## src/rtl/video_pkg.sv

```systemverilog
// Shared raster timing defaults, scan-out state encoding and counter sizing helper.
package video_pkg;

  localparam int DEF_H_VISIBLE = 640;
  localparam int DEF_H_FRONT   = 16;
  localparam int DEF_H_SYNC    = 96;
  localparam int DEF_H_BACK    = 48;
  localparam int DEF_V_VISIBLE = 480;
  localparam int DEF_V_FRONT   = 10;
  localparam int DEF_V_SYNC    = 2;
  localparam int DEF_V_BACK    = 33;

  localparam int DEF_H_TOTAL = DEF_H_VISIBLE + DEF_H_FRONT + DEF_H_SYNC + DEF_H_BACK;
  localparam int DEF_V_TOTAL = DEF_V_VISIBLE + DEF_V_FRONT + DEF_V_SYNC + DEF_V_BACK;

  // 8:8:8 RGB pixel and a row buffer deep enough for half a visible line
  localparam int DEF_S = 24;
  localparam int DEF_A = 9;

  // IDLE: after reset, nothing but the frame pre-fetch may fire.
  // ARMED: the back bank holds a requested row, so row swaps are meaningful.
  typedef enum logic {
    ST_IDLE  = 1'b0,
    ST_ARMED = 1'b1
  } scan_state_t;

  // Bits needed for a counter running 0..total-1
  function automatic int cnt_width(input int total);
    return (total > 1) ? $clog2(total) : 1;
  endfunction

endpackage

```

## src/rtl/row_scanout_if.sv

```systemverilog
// Read/control port between the scan-out engine and the ping-pong row buffer.
interface row_scanout_if
  import video_pkg::*;
#(
  parameter int A = DEF_A,
  parameter int S = DEF_S
);
  logic [A-1:0] address_read;
  logic [S-1:0] data_read;
  logic         swap;
  logic         row_request;
  logic [A-1:0] row_index;

  // Scan-out side drives the address and the row protocol
  modport master (
    output address_read, swap, row_request, row_index,
    input  data_read
  );

  // Buffer side returns pixel data one clock after the address
  modport slave (
    input  address_read, swap, row_request, row_index,
    output data_read
  );
endinterface

```

## src/rtl/video_timing.sv

```systemverilog
// Horizontal/vertical raster counters with raw (unregistered) sync and visible flags.
module video_timing
  import video_pkg::*;
#(
  parameter int H_VISIBLE = DEF_H_VISIBLE,
  parameter int H_FRONT   = DEF_H_FRONT,
  parameter int H_SYNC    = DEF_H_SYNC,
  parameter int H_BACK    = DEF_H_BACK,
  parameter int V_VISIBLE = DEF_V_VISIBLE,
  parameter int V_FRONT   = DEF_V_FRONT,
  parameter int V_SYNC    = DEF_V_SYNC,
  parameter int V_BACK    = DEF_V_BACK,
  parameter int HW = cnt_width(H_VISIBLE + H_FRONT + H_SYNC + H_BACK),
  parameter int VW = cnt_width(V_VISIBLE + V_FRONT + V_SYNC + V_BACK)
) (
  input  logic          clock,
  input  logic          reset,
  output logic [HW-1:0] h,
  output logic [HW-1:0] h_next,
  output logic [VW-1:0] v_next,
  output logic          visible,
  output logic          hsync_raw,
  output logic          vsync_raw
);

  localparam int H_TOTAL = H_VISIBLE + H_FRONT + H_SYNC + H_BACK;
  localparam int V_TOTAL = V_VISIBLE + V_FRONT + V_SYNC + V_BACK;

  logic [HW-1:0] h_q, h_d;
  logic [VW-1:0] v_q, v_d;

  // Next raster position: h wraps every line, v steps on each h wrap
  always_comb begin
    h_d = h_q + HW'(1);
    v_d = v_q;
    if (h_q == HW'(H_TOTAL - 1)) begin
      h_d = '0;
      v_d = (v_q == VW'(V_TOTAL - 1)) ? '0 : v_q + VW'(1);
    end
  end

  // Position registers; reset restarts the raster at the top-left pixel
  always_ff @(posedge clock) begin
    if (reset) begin
      h_q <= '0;
      v_q <= '0;
    end else begin
      h_q <= h_d;
      v_q <= v_d;
    end
  end

  assign h      = h_q;
  // Un-reset next position: the row protocol registers its pulses from it
  assign h_next = h_d;
  assign v_next = v_d;

  assign visible   = (h_q < HW'(H_VISIBLE)) && (v_q < VW'(V_VISIBLE));
  assign hsync_raw = !((h_q >= HW'(H_VISIBLE + H_FRONT)) &&
                       (h_q <  HW'(H_VISIBLE + H_FRONT + H_SYNC)));
  assign vsync_raw = !((v_q >= VW'(V_VISIBLE + V_FRONT)) &&
                       (v_q <  VW'(V_VISIBLE + V_FRONT + V_SYNC)));

endmodule

```

## src/rtl/row_scanout.sv

```systemverilog
// Raster scan-out from a ping-pong row buffer: 2x2 pixel replication, row
// pre-fetch protocol and a one-stage output pipeline matching the read latency.
module row_scanout
  import video_pkg::*;
#(
  parameter int A         = DEF_A,
  parameter int S         = DEF_S,
  parameter int H_VISIBLE = DEF_H_VISIBLE,
  parameter int H_FRONT   = DEF_H_FRONT,
  parameter int H_SYNC    = DEF_H_SYNC,
  parameter int H_BACK    = DEF_H_BACK,
  parameter int V_VISIBLE = DEF_V_VISIBLE,
  parameter int V_FRONT   = DEF_V_FRONT,
  parameter int V_SYNC    = DEF_V_SYNC,
  parameter int V_BACK    = DEF_V_BACK
) (
  input  logic          clock,
  input  logic          reset,
  row_scanout_if.master buf_if,
  output logic          hsync,
  output logic          vsync,
  output logic          de,
  output logic [S-1:0]  rgb
);

  localparam int H_TOTAL = H_VISIBLE + H_FRONT + H_SYNC + H_BACK;
  localparam int V_TOTAL = V_VISIBLE + V_FRONT + V_SYNC + V_BACK;
  localparam int ROWS    = V_VISIBLE / 2;
  localparam int HW      = cnt_width(H_TOTAL);
  localparam int VW      = cnt_width(V_TOTAL);

  logic [HW-1:0] h, h_next;
  logic [VW-1:0] v_next;
  logic          visible, hsync_raw, vsync_raw;

  video_timing #(
    .H_VISIBLE(H_VISIBLE), .H_FRONT(H_FRONT), .H_SYNC(H_SYNC), .H_BACK(H_BACK),
    .V_VISIBLE(V_VISIBLE), .V_FRONT(V_FRONT), .V_SYNC(V_SYNC), .V_BACK(V_BACK),
    .HW(HW), .VW(VW)
  ) u_timing (
    .clock    (clock),
    .reset    (reset),
    .h        (h),
    .h_next   (h_next),
    .v_next   (v_next),
    .visible  (visible),
    .hsync_raw(hsync_raw),
    .vsync_raw(vsync_raw)
  );

  // Each stored pixel covers two clocks; blanking parks the address at 0
  assign buf_if.address_read = visible ? A'(h >> 1) : '0;

  // Row protocol is decoded on the upcoming position so the registered
  // pulses line up exactly with the counter values they belong to.
  logic [VW-1:0] row_next;
  logic          at_line_start, at_line_end, in_rows, has_next_row;

  assign row_next      = v_next >> 1;
  assign at_line_start = (h_next == '0);
  assign at_line_end   = (h_next == HW'(H_TOTAL - 1));
  assign in_rows       = (v_next < VW'(V_VISIBLE));
  assign has_next_row  = (row_next < VW'(ROWS - 1));

  scan_state_t  state_q, state_d;
  logic         swap_q, swap_d;
  logic         req_q, req_d;
  logic [A-1:0] idx_q, idx_d;

  // Next-state and pulse decode: the frame pre-fetch arms the engine, then
  // even lines request the following row and odd lines swap it in.
  always_comb begin
    state_d = state_q;
    swap_d  = 1'b0;
    req_d   = 1'b0;
    idx_d   = idx_q;
    if (at_line_start && (v_next == VW'(V_TOTAL - 2))) begin
      req_d   = 1'b1;
      idx_d   = '0;
      state_d = ST_ARMED;
    end else if (state_q == ST_ARMED) begin
      if (at_line_start && in_rows && !v_next[0] && has_next_row) begin
        req_d = 1'b1;
        idx_d = A'(row_next) + A'(1);
      end
      if (at_line_end && ((v_next == VW'(V_TOTAL - 1)) ||
                          (in_rows && v_next[0] && has_next_row))) begin
        swap_d = 1'b1;
      end
    end
  end

  // Protocol state and pulse registers; reset drops any pulse in flight
  always_ff @(posedge clock) begin
    if (reset) begin
      state_q <= ST_IDLE;
      swap_q  <= 1'b0;
      req_q   <= 1'b0;
      idx_q   <= '0;
    end else begin
      state_q <= state_d;
      swap_q  <= swap_d;
      req_q   <= req_d;
      idx_q   <= idx_d;
    end
  end

  assign buf_if.swap        = swap_q;
  assign buf_if.row_request = req_q;
  assign buf_if.row_index   = idx_q;

  logic hsync_q, hsync_d, vsync_q, vsync_d, de_q, de_d;

  // Stage-1 inputs are the timing flags of the address issued this clock
  always_comb begin
    hsync_d = hsync_raw;
    vsync_d = vsync_raw;
    de_d    = visible;
  end

  // Delay the flags by the buffer's read latency so they meet their pixel
  always_ff @(posedge clock) begin
    if (reset) begin
      hsync_q <= 1'b1;
      vsync_q <= 1'b1;
      de_q    <= 1'b0;
    end else begin
      hsync_q <= hsync_d;
      vsync_q <= vsync_d;
      de_q    <= de_d;
    end
  end

  assign hsync = hsync_q;
  assign vsync = vsync_q;
  assign de    = de_q;
  // Buffer data is already registered; blank it outside the active area
  assign rgb   = de_q ? buf_if.data_read : '0;

endmodule

```

## src/flat_wrapper.sv

```systemverilog
// flat-port wrapper written by rule: the top's interface ports become plain ports
module row_scanout_flat import video_pkg::*;
#(
  parameter int A         = DEF_A,
  parameter int S         = DEF_S,
  parameter int H_VISIBLE = DEF_H_VISIBLE,
  parameter int H_FRONT   = DEF_H_FRONT,
  parameter int H_SYNC    = DEF_H_SYNC,
  parameter int H_BACK    = DEF_H_BACK,
  parameter int V_VISIBLE = DEF_V_VISIBLE,
  parameter int V_FRONT   = DEF_V_FRONT,
  parameter int V_SYNC    = DEF_V_SYNC,
  parameter int V_BACK    = DEF_V_BACK
)
  (clock, reset, hsync, vsync, de, rgb, buf_if_address_read, buf_if_swap, buf_if_row_request, buf_if_row_index, buf_if_data_read);
  row_scanout_if #(.A(A), .S(S)) buf_if_i ();
  input  logic clock;
  input  logic reset;
  output logic hsync;
  output logic vsync;
  output logic de;
  output logic [S-1:0] rgb;
  output wire logic [$bits(buf_if_i.address_read)-1:0] buf_if_address_read;
  output wire logic [$bits(buf_if_i.swap)-1:0] buf_if_swap;
  output wire logic [$bits(buf_if_i.row_request)-1:0] buf_if_row_request;
  output wire logic [$bits(buf_if_i.row_index)-1:0] buf_if_row_index;
  input wire logic [$bits(buf_if_i.data_read)-1:0] buf_if_data_read;
  assign buf_if_address_read = buf_if_i.address_read;
  assign buf_if_swap = buf_if_i.swap;
  assign buf_if_row_request = buf_if_i.row_request;
  assign buf_if_row_index = buf_if_i.row_index;
  assign buf_if_i.data_read = buf_if_data_read;
  row_scanout #(.A(A), .S(S), .H_VISIBLE(H_VISIBLE), .H_FRONT(H_FRONT), .H_SYNC(H_SYNC), .H_BACK(H_BACK), .V_VISIBLE(V_VISIBLE), .V_FRONT(V_FRONT), .V_SYNC(V_SYNC), .V_BACK(V_BACK)) u_core (.clock(clock), .reset(reset), .buf_if(buf_if_i), .hsync(hsync), .vsync(vsync), .de(de), .rgb(rgb));
endmodule
```

## config.mk

```make
export PLATFORM = sky130hd
export DESIGN_NAME = row_scanout_flat
export DESIGN_NICKNAME = d
export VERILOG_FILES = /design/src/rtl/video_pkg.sv /design/src/rtl/row_scanout_if.sv /design/src/rtl/video_timing.sv /design/src/rtl/row_scanout.sv /design/src/flat_wrapper.sv
export SDC_FILE = /design/constraint.sdc
export NUM_CORES = 1
export LEC_CHECK = 0
export CORE_UTILIZATION = 43
export DETAILED_ROUTE_END_ITERATION = 10
export PLACE_DENSITY_LB_ADDON = 0.05
export REMOVE_ABC_BUFFERS = 1
export SLEW_MARGIN = 40
export SYNTH_ARGS = -nofsm -noshare
export SYNTH_HDL_FRONTEND = slang
export SYNTH_SLANG_ARGS = --single-unit
```

## constraint.sdc

```tcl
create_clock -name clock -period 4 [get_ports clock]
set_input_delay 1.2 -clock clock [delete_from_list [all_inputs] [get_ports clock]]
set_output_delay 1.2 -clock clock [all_outputs]
set_load 0.03 [all_outputs]
```

==> reports/qor.csv, run 1 <==
stage;metric;value;unit
outcome;status;finished clean;
die;die_x;76.20;um
sta;slew_violations;0;
sta;finalCritPeriodShare;92.00;%
sta;timing.fmax;0.2717;GHz
clock_network;cts_made_buffers;5;
synth;netlist.area_leader.share;29.60;%
drt;drc_errors;0;
clock_network;post_cts_resized;0;
setup_path;cp.required;2800;ps
clock_network;clock_latency;280;ps
setup_path;timing.rr.start;u_core.u_timing.h[1]$_SDFF_PP0_;
sta;skew;5.249;ps
finish;area_growth;34.51;%
drt;routed_via_density;5.647;
clock_network;clkTransAtPathRegs;70;ps
placement;place_inst;425;
sta;period_needed;3680;ps
global_routing;grt_pass1_wl;11260;um
synth;yosys_warnings;0;
drt;antenna_left;0;
synth;synth.area.top_cells;dfxtp_1 30%, and2_1 7.9%, a21oi_1 4.9%;
setup_path;rrSetupSlack;590;ps
synth;ys.flop_type;dfxtp_1;
sta;finalSetupTns;0;ps
die;initial_core_util;45.48;%
finish;final_area;3184;sq um
synth;synth_cells;301;
sta;setup_viol;0;
clock_network;cts_setup_buffers;0;
clock_network;cts_max_level;2;
synth;synth.most_common_cell;dfxtp_1;
clock_network;cts_sinks;35;
clock_network;hold_buffers;0;
setup_path;cp.arrival;2480;ps
finish;diodes;0;
finish;n_fill_cell;482;
setup_path;critPathMaxFanout;1;
worst_hold_path;worstHoldStart;u_core.buf_if.row_index[8]$_SDFFE_PP0P_;
setup_path;r2r_cells;8;
die;ios;73;
synth;synthArstFlopShare;0;%
die;die_y;76.20;um
power_and_ir_drop;irDropWorstVdd;230.8;uV
synth;yosysTopAreaCell;dfxtp_1;
placement;place_area;3103;sq um
clock_network;root_buffer;clkbuf_8;
setup_path;criticalPathCategory;input pin to primary output;
die;row_count;26;
sta;finalHoldViolCount;0;
setup_path;crit_path_end;rgb[15];
setup_path;start_kind;input pin;
global_routing;grt.overflow.total;0;
global_routing;antenna_found_initial;0;
setup_path;worstSetupStartpoint;buf_if_data_read[15];
finish;multi_input_area;1526;sq um
finish;layout.nets;394;
synth;synth_area_per_cell;7.865;sq um
synth;synth_edf_count;0;
global_routing;grt_pass1_vias;2280;
drt;wl_per_cell;14.81;um
synth;synth_area;2367;sq um
placement;numPortBuffers;72;
clock_network;clockBufferDepth;2;
drt;dr_total_vias;2445;
power_and_ir_drop;total_leakage_power;1.159;nW
finish;fin_util;61.18;%
drt;drt_wl_total;6412;um
placement;place_congestion;0.9270;
run;cap_violations;0;
synth;synth_seq_cells;35;
finish;drive_gt1_share;5.785;%
power_and_ir_drop;power.total;0.0007488;W
sta;tightest_slew;721.8;ps
drt;drtIter0Drc;172;
sta;slew_headroom;51.83;%
global_routing;track_usage;23.37;%
die;dieArea;5806;sq um
synth;yosysSeqAreaShare;29.60;%
synth;synth_cell_types;55;
clock_network;cts_tree;done;
placement;detailed_place_hpwl;4817;um
drt;first_pass_iters;4;
setup_path;end_kind;primary output;
sta;rsz0062_at_grt;no;
finish;final-instance-count-excl-fill;433;
synth;synthTopCellsByCount;35 x dfxtp_1, 30 x and2_1, 23 x a21oi_1, 22 x nor2_1, 17 x nand3_1;
global_routing;grt_start_max_net_pins;26;
worst_hold_path;hold_class;flop to flop;
setup_path;r2r-end;u_core.buf_if.swap$_SDFF_PP0_;
finish;seqCellArea;700.7;sq um
die;core;5205;sq um
power_and_ir_drop;power.density;235.1;nW/um^2
sequential cells by signal, summed over array words and instances, names as in the netlist:
signal	flops
u_core.hsync	1
u_core.buf_if.row_index	9
u_core.state_q	1
u_core.u_timing.h	10
u_core.vsync	1
u_core.u_timing.v_q	10
u_core.buf_if.row_request	1
u_core.de	1
u_core.buf_if.swap	1
worst min-delay path by stage:
stage                     slack [ps]                                       to  depth (start not counted)
after floorplan                  440              u_core.state_q$_SDFFE_PP0P_                          2
after global placement           440  u_core.buf_if.row_index[8]$_SDFFE_PP0P_                          2
after detailed placement         440  u_core.buf_if.row_index[8]$_SDFFE_PP0P_                          2
after CTS                        450  u_core.buf_if.row_index[8]$_SDFFE_PP0P_                          2
after global routing             500  u_core.buf_if.row_index[8]$_SDFFE_PP0P_                          2
final                            450  u_core.buf_if.row_index[8]$_SDFFE_PP0P_                          2
routing by layer:
layer	track usage, %	vias up	share of wire, %	wire (um)
met1	31.57	1135	47	3002
met4	5.192	0	1.0	66
met2	38.82	94	46	2930
met5	0	-	0	0
li1	-	1210	-	-
met3	4.072	6	6.4	412
layout make-up:
| cell class | instances | area share [%] |
|---|---|---|
| clock inverters | 1 | 0.1572 |
| flip-flops and latches | 35 | 22.00 |
| well taps | 70 | 2.750 |
| multi-input cells | 233 | 47.94 |
| inverters | 12 | 1.415 |
| repair buffers | 75 | 23.34 |
| clock buffers | 7 | 2.397 |
critical path: stages:
cell             delay [ps]
clkdlybuf4s50_1         450
and2_1                  150
clkdlybuf4s50_1         680
cells by family after synthesis:
group / synth area share (%)
and+or+nand+nor: 38.32
AOI/OAI and AO/OA: 16.86
DFF: 29.60
buffers and inverters: 5.919
xor gates and xnor gates: 4.810
adders and majority gates: 3.171
muxes: 1.321
per-stage QoR:
stage               worst slack [ps]  hold slack [ps]
finish                         320.1            449.3
global route                   295.7            496.5
CTS                            316.3            451.2
detailed placement             322.2            441.3
global placement               340.7            436.6
floorplan                      972.2            441.1
power breakdown:
part / leakage, nW / switching, W / internal (W)
Combinational: 0.834 / 0.0000666 / 0.0000685
Sequential: 0.283 / 0.0000120 / 0.000353
Clock: 0.0422 / 0.000126 / 0.000122
cells in the final DEF (no fill, tap or decap), drive strengths merged, types with 10 or more instances in the layout:
cell type | synthesis | routed
clkdlybuf4s50 | 0 | 72
xnor2 | 10 | 10
and3 | 16 | 16
nor2 | 23 | 23
inv | 12 | 12
nand3 | 18 | 18
nand4 | 12 | 12
o21ai | 15 | 15
and2 | 30 | 30
dfxtp | 35 | 35
a21oi | 23 | 23
Power figures use the tool's default switching activity.
==> run 2, diff against run 1 <==
DONT_BUFFER_PORTS = 1   (was default)
clock period = 3.97 ns   (was 4 ns; I/O delays follow)
==> run 2 against run 1 <==
Flip-flop and latch count is the same. Sequential share of layout area rose by 6.0 points. Utilization is 13 points lower. Global-route usage decreased by 1.8 points. Count of clock-buffer cells in the layout fell by 1. Critical path depth increased by 5. Via count fell by 11%. Power is 3.5% higher. Wire length fell by 5.3%. Critical endpoint is now u_core.buf_if.swap$_SDFF_PP0_. Largest cell class unchanged. Largest power group unchanged.
==> reports/qor.csv, run 2 (synthesis gave the netlist of run 1 again) <==
stage;metric;value;unit
outcome;status;finished clean;
die;die_y;76.20;um
global_routing;antenna_found_initial;0;
run;cap_violations;0;
setup_path;end_kind;flop;
sta;tightest_slew;714.0;ps
sta;finalCritPeriodShare;82.31;%
clock_network;clockBufferDepth;2;
sta;finalSetupTns;0;ps
placement;detailed_place_hpwl;4539;um
drt;routed_via_density;6.044;
setup_path;criticalPathCategory;flop to flop;
global_routing;grt_pass1_wl;9901;um
finish;diodes;0;
sta;timing.fmax;0.3060;GHz
clock_network;cts_max_level;2;
clock_network;clock_latency;290;ps
clock_network;cts_sinks;35;
setup_path;critPathMaxFanout;8;
drt;drc_errors;0;
clock_network;post_cts_resized;0;
finish;area_growth;5.603;%
drt;wl_per_cell;16.82;um
clock_network;hold_buffers;0;
finish;seqCellArea;700.7;sq um
drt;drt_wl_total;6071;um
setup_path;cp.required;4190;ps
setup_path;cp.arrival;3490;ps
sta;skew;5.896;ps
clock_network;cts_setup_buffers;0;
finish;drive_gt1_share;7.904;%
clock_network;cts_tree;done;
sta;finalHoldViolCount;0;
sta;setup_viol;0;
power_and_ir_drop;power.total;0.0007751;W
global_routing;grt.overflow.total;0;
die;ios;73;
die;initial_core_util;45.48;%
die;row_count;26;
power_and_ir_drop;irDropWorstVdd;218.0;uV
sta;period_needed;3268;ps
finish;n_fill_cell;514;
sta;rsz0062_at_grt;no;
finish;final_common_cell;dfxtp_1;
worst_hold_path;hold_path_depth;2;
clock_network;clkTransAtPathRegs;70;ps
clock_network;cts_made_buffers;5;
drt;drtIter0Drc;183;
setup_path;r2r_cells;8;
finish;multi_input_area;1526;sq um
setup_path;start_kind;flop;
power_and_ir_drop;power.density;310.0;nW/um^2
finish;most-common-layout-cells;35 x dfxtp_1, 30 x and2_1, 23 x a21oi_1;
worst_hold_path;hold_class;flop to flop;
placement;place_congestion;0.8662;
global_routing;grt_start_max_net_pins;26;
drt;first_pass_iters;4;
sta;slew_violations;0;
finish;layout.nets;322;
drt;dr_total_vias;2182;
sta;slew_headroom;52.35;%
drt;antenna_left;0;
placement;numPortBuffers;0;
global_routing;grt_pass1_vias;1952;
die;dieArea;5806;sq um
die;die_x;76.20;um
power_and_ir_drop;total_leakage_power;0.9114;nW
die;core;5205;sq um
global_routing;track_usage;21.52;%
clock_network;root_buffer;clkbuf_8;
[run 2: changes by cell type in the layout (fill, tap and decap cells not counted), sizes merged]
| cell | change |
|---|---|
| bufinv | +1 |
| clkbuf | -1 |
| clkdlybuf4s50 | -72 |
[run 2: per-layer routing]
layer | GRT usage, % | wire length (um)
met3 | 4.192 | 412
met2 | 32.82 | 2660
met5 | 0 | 0
met4 | 7.115 | 72
met1 | 30.29 | 2925
[run 2: where the power goes]
group	internal [W]	switching, W
clock	0.000203	0.000131
combinational	0.0000180	0.0000535
sequential	0.000356	0.0000132
[run 2: worst max-delay path, stage by stage (launching register included)]
cell and delay, ps:
dfxtp_1 460, ha_1 310, nand3_2 180, nor4_2 520
mux2i_1 500, nand3_1 130, or4_4 470, or4_1 480
a21oi_1 160
[run 2: final cells by class]
cell class | count | share of cell area [%]
repair buffers | 3 | 0.9009
flip-flops and latches | 35 | 28.03
clock inverters | 2 | 1.401
multi-input cells | 233 | 61.06
inverters | 12 | 1.802
clock buffers | 6 | 3.303
well taps | 70 | 3.504
[run 2: per-stage QoR]
stage	cell area (sq um)	cells	util [%]	hold WS, ps	worst slack, ps
finish	2500	361	48.03	507.7	702.3
global route	2500	361	48.03	514.7	472.1
CTS	2500	361	48.03	506.3	677.7
detailed placement	2382	353	45.77	495.3	701.6
global placement	2382	353	45.77	488.5	840.0
floorplan	2272	280	-	441.1	942.2
[run 2: final timing paths]
| kind | start | end | slack, ps |
|---|---|---|---|
| setup reg to reg | u_core.u_timing.h[1]$_SDFF_PP0_ | u_core.buf_if.swap$_SDFF_PP0_ | 700 |
| hold reg to reg | u_core.state_q$_SDFFE_PP0P_ | u_core.state_q$_SDFFE_PP0P_ | 510 |
| hold / removal | u_core.state_q$_SDFFE_PP0P_ | u_core.state_q$_SDFFE_PP0P_ | 510 |
| setup / recovery | u_core.u_timing.h[1]$_SDFF_PP0_ | u_core.buf_if.swap$_SDFF_PP0_ | 700 |
==> run 3, diff against run 2 <==
clock period = 2.8 ns   (was 3.97 ns; I/O delays follow)
==> run 3 against run 2 <==
Worst setup slack worse by 600 ps. Power is 45% higher. First-iteration DRC count is 36% lower. Clock power is 44% higher. Worst hold slack worse by 3.4 ps. Via count is 5.2% higher. Non-clock buffer count is 33 higher. Highest routed layer unchanged.
==> reports/qor.csv, run 3 (synthesis gave the netlist of run 1 again) <==
stage;metric;value;unit
clock_network;cts_made_buffers;5;
sta;rsz0062_at_grt;no;
finish;final_area;2748;sq um
power_and_ir_drop;power.total;0.001124;W
global_routing;track_usage;22.54;%
sta;skew;5.965;ps
finish;area_growth;16.07;%
placement;detailed_place_hpwl;4990;um
clock_network;cts_max_level;2;
clock_network;cts_tree;done;
die;row_count;26;
clock_network;post_cts_resized;0;
sta;slew_violations;0;
drt;drc_errors;0;
drt;drtIter0Drc;118;
finish;final-instance-count-excl-fill;394;
die;die_x;76.20;um
placement;numPortBuffers;0;
die;core;5205;sq um
die;die_y;76.20;um
global_routing;grt_pass1_vias;2058;
power_and_ir_drop;power.density;409.0;nW/um^2
sta;setup_viol;0;
placement;place_ws;88.37;ps
run;cap_violations;0;
sta;layout_setup_ws;98.24;ps
global_routing;grt_pass1_wl;10310;um
clock_network;clkTransAtPathRegs;80;ps
clock_network;hold_buffers;0;
worst_hold_path;hold_class;flop to flop;
placement;place_area;2630;sq um
setup_path;start_kind;flop;
sta;hold_slack;504.3;ps
sta;tightest_slew;531.0;ps
global_routing;grt_start_max_net_pins;26;
die;initial_core_util;45.48;%
die;ios;73;
sta;slew_headroom;64.23;%
power_and_ir_drop;irDropWorstVdd;228.5;uV
drt;drt_wl_total;6496;um
setup_path;cp.required;3030;ps
setup_path;end_kind;flop;
finish;diodes;0;
sta;finalHoldViolCount;0;
global_routing;antenna_found_initial;0;
sta;timing.fmax;0.3701;GHz
finish;final_common_cell;buf_4;
global_routing;grt.overflow.total;0;
finish;drive_gt1_share;17.28;%
drt;dr_total_vias;2296;
setup_path;cp.arrival;2930;ps
finish;most-common-layout-cells;36 x buf_4, 35 x dfxtp_1, 30 x and2_1;
sta;finalCritPeriodShare;96.49;%
outcome;status;finished clean;
placement;place_inst;386;
drt;first_pass_iters;4;
clock_network;root_buffer;clkbuf_8;
clock_network;cts_sinks;35;
drt;routed_via_density;5.827;
power_and_ir_drop;total_leakage_power;1.077;nW
die;dieArea;5806;sq um
sta;period_needed;2702;ps
drt;wl_per_cell;16.49;um
clock_network;clockBufferDepth;2;
clock_network;clock_latency;290;ps
setup_path;criticalPathCategory;flop to flop;
finish;layout.nets;355;
drt;antenna_left;0;
setup_path;critPathMaxFanout;3;
placement;place_congestion;0.8228;
==> run 3: cell types whose count changed in the layout (fill, tap and decap cells not counted) <==
cell | before | now
buf_4 | 3 | 36
==> run 3: final cells by class <==
cell class | count | area (sq um)
tap | 70 | 87.58
timing repair buffer | 36 | 270.3
inverter | 12 | 45.04
sequential | 35 | 700.7
multi-input combinational | 233 | 1526
clock inverter | 2 | 35.03
clock buffer | 6 | 82.58
fill | 511 | 2457
==> run 3: where the power goes <==
group	internal, W	switching, W
Clock	0.000288	0.000194
Combinational	0.0000378	0.0000920
Sequential	0.000504	0.00000745
==> run 3: worst max-delay path: stages, from the launching register on <==
cell,delay (ps)
dfxtp_1,330
ha_1,180
nand3_2,120
or4_4,570
nor2_2,120
o211ai_1,110
or4_4,570
or4_1,480
a21oi_1,140
==> run 3: per-stage QoR <==
step	util, %	setup TNS, ps
2_1_floorplan	-	-1374
3_3_place_gp	50.53	0
3_5_place_dp	50.53	0
4_1_cts	52.79	0
5_1_grt	52.79	0
6_report	52.79	0
==> run 3: routing by layer <==
metal	GRT usage, %	up-vias	part of all wire, %
met4	8.077	0	2.0
li1	-	1133	-
met3	4.192	13	4.5
met5	0	-	0
met2	34.64	81	44
met1	31.41	1069	49
==> run 3: what timing repair did <==
item | 4_1_cts | 5_1_grt
setup endpoints to repair | 0 | 8
hold endpoints to repair | 0 | 0
setup buffers | 0 | 0
==> run 3: worst paths after layout <==
check                                       start                       endpoint  slack (ps)  depth (start not counted)
setup reg to reg  u_core.u_timing.h[0]$_SDFF_PP0_  u_core.buf_if.swap$_SDFF_PP0_         100                          8
setup / recovery  u_core.u_timing.h[0]$_SDFF_PP0_  u_core.buf_if.swap$_SDFF_PP0_         100                          8
hold reg to reg       u_core.state_q$_SDFFE_PP0P_    u_core.state_q$_SDFFE_PP0P_         500                          2
hold / removal        u_core.state_q$_SDFFE_PP0P_    u_core.state_q$_SDFFE_PP0P_         500                          2
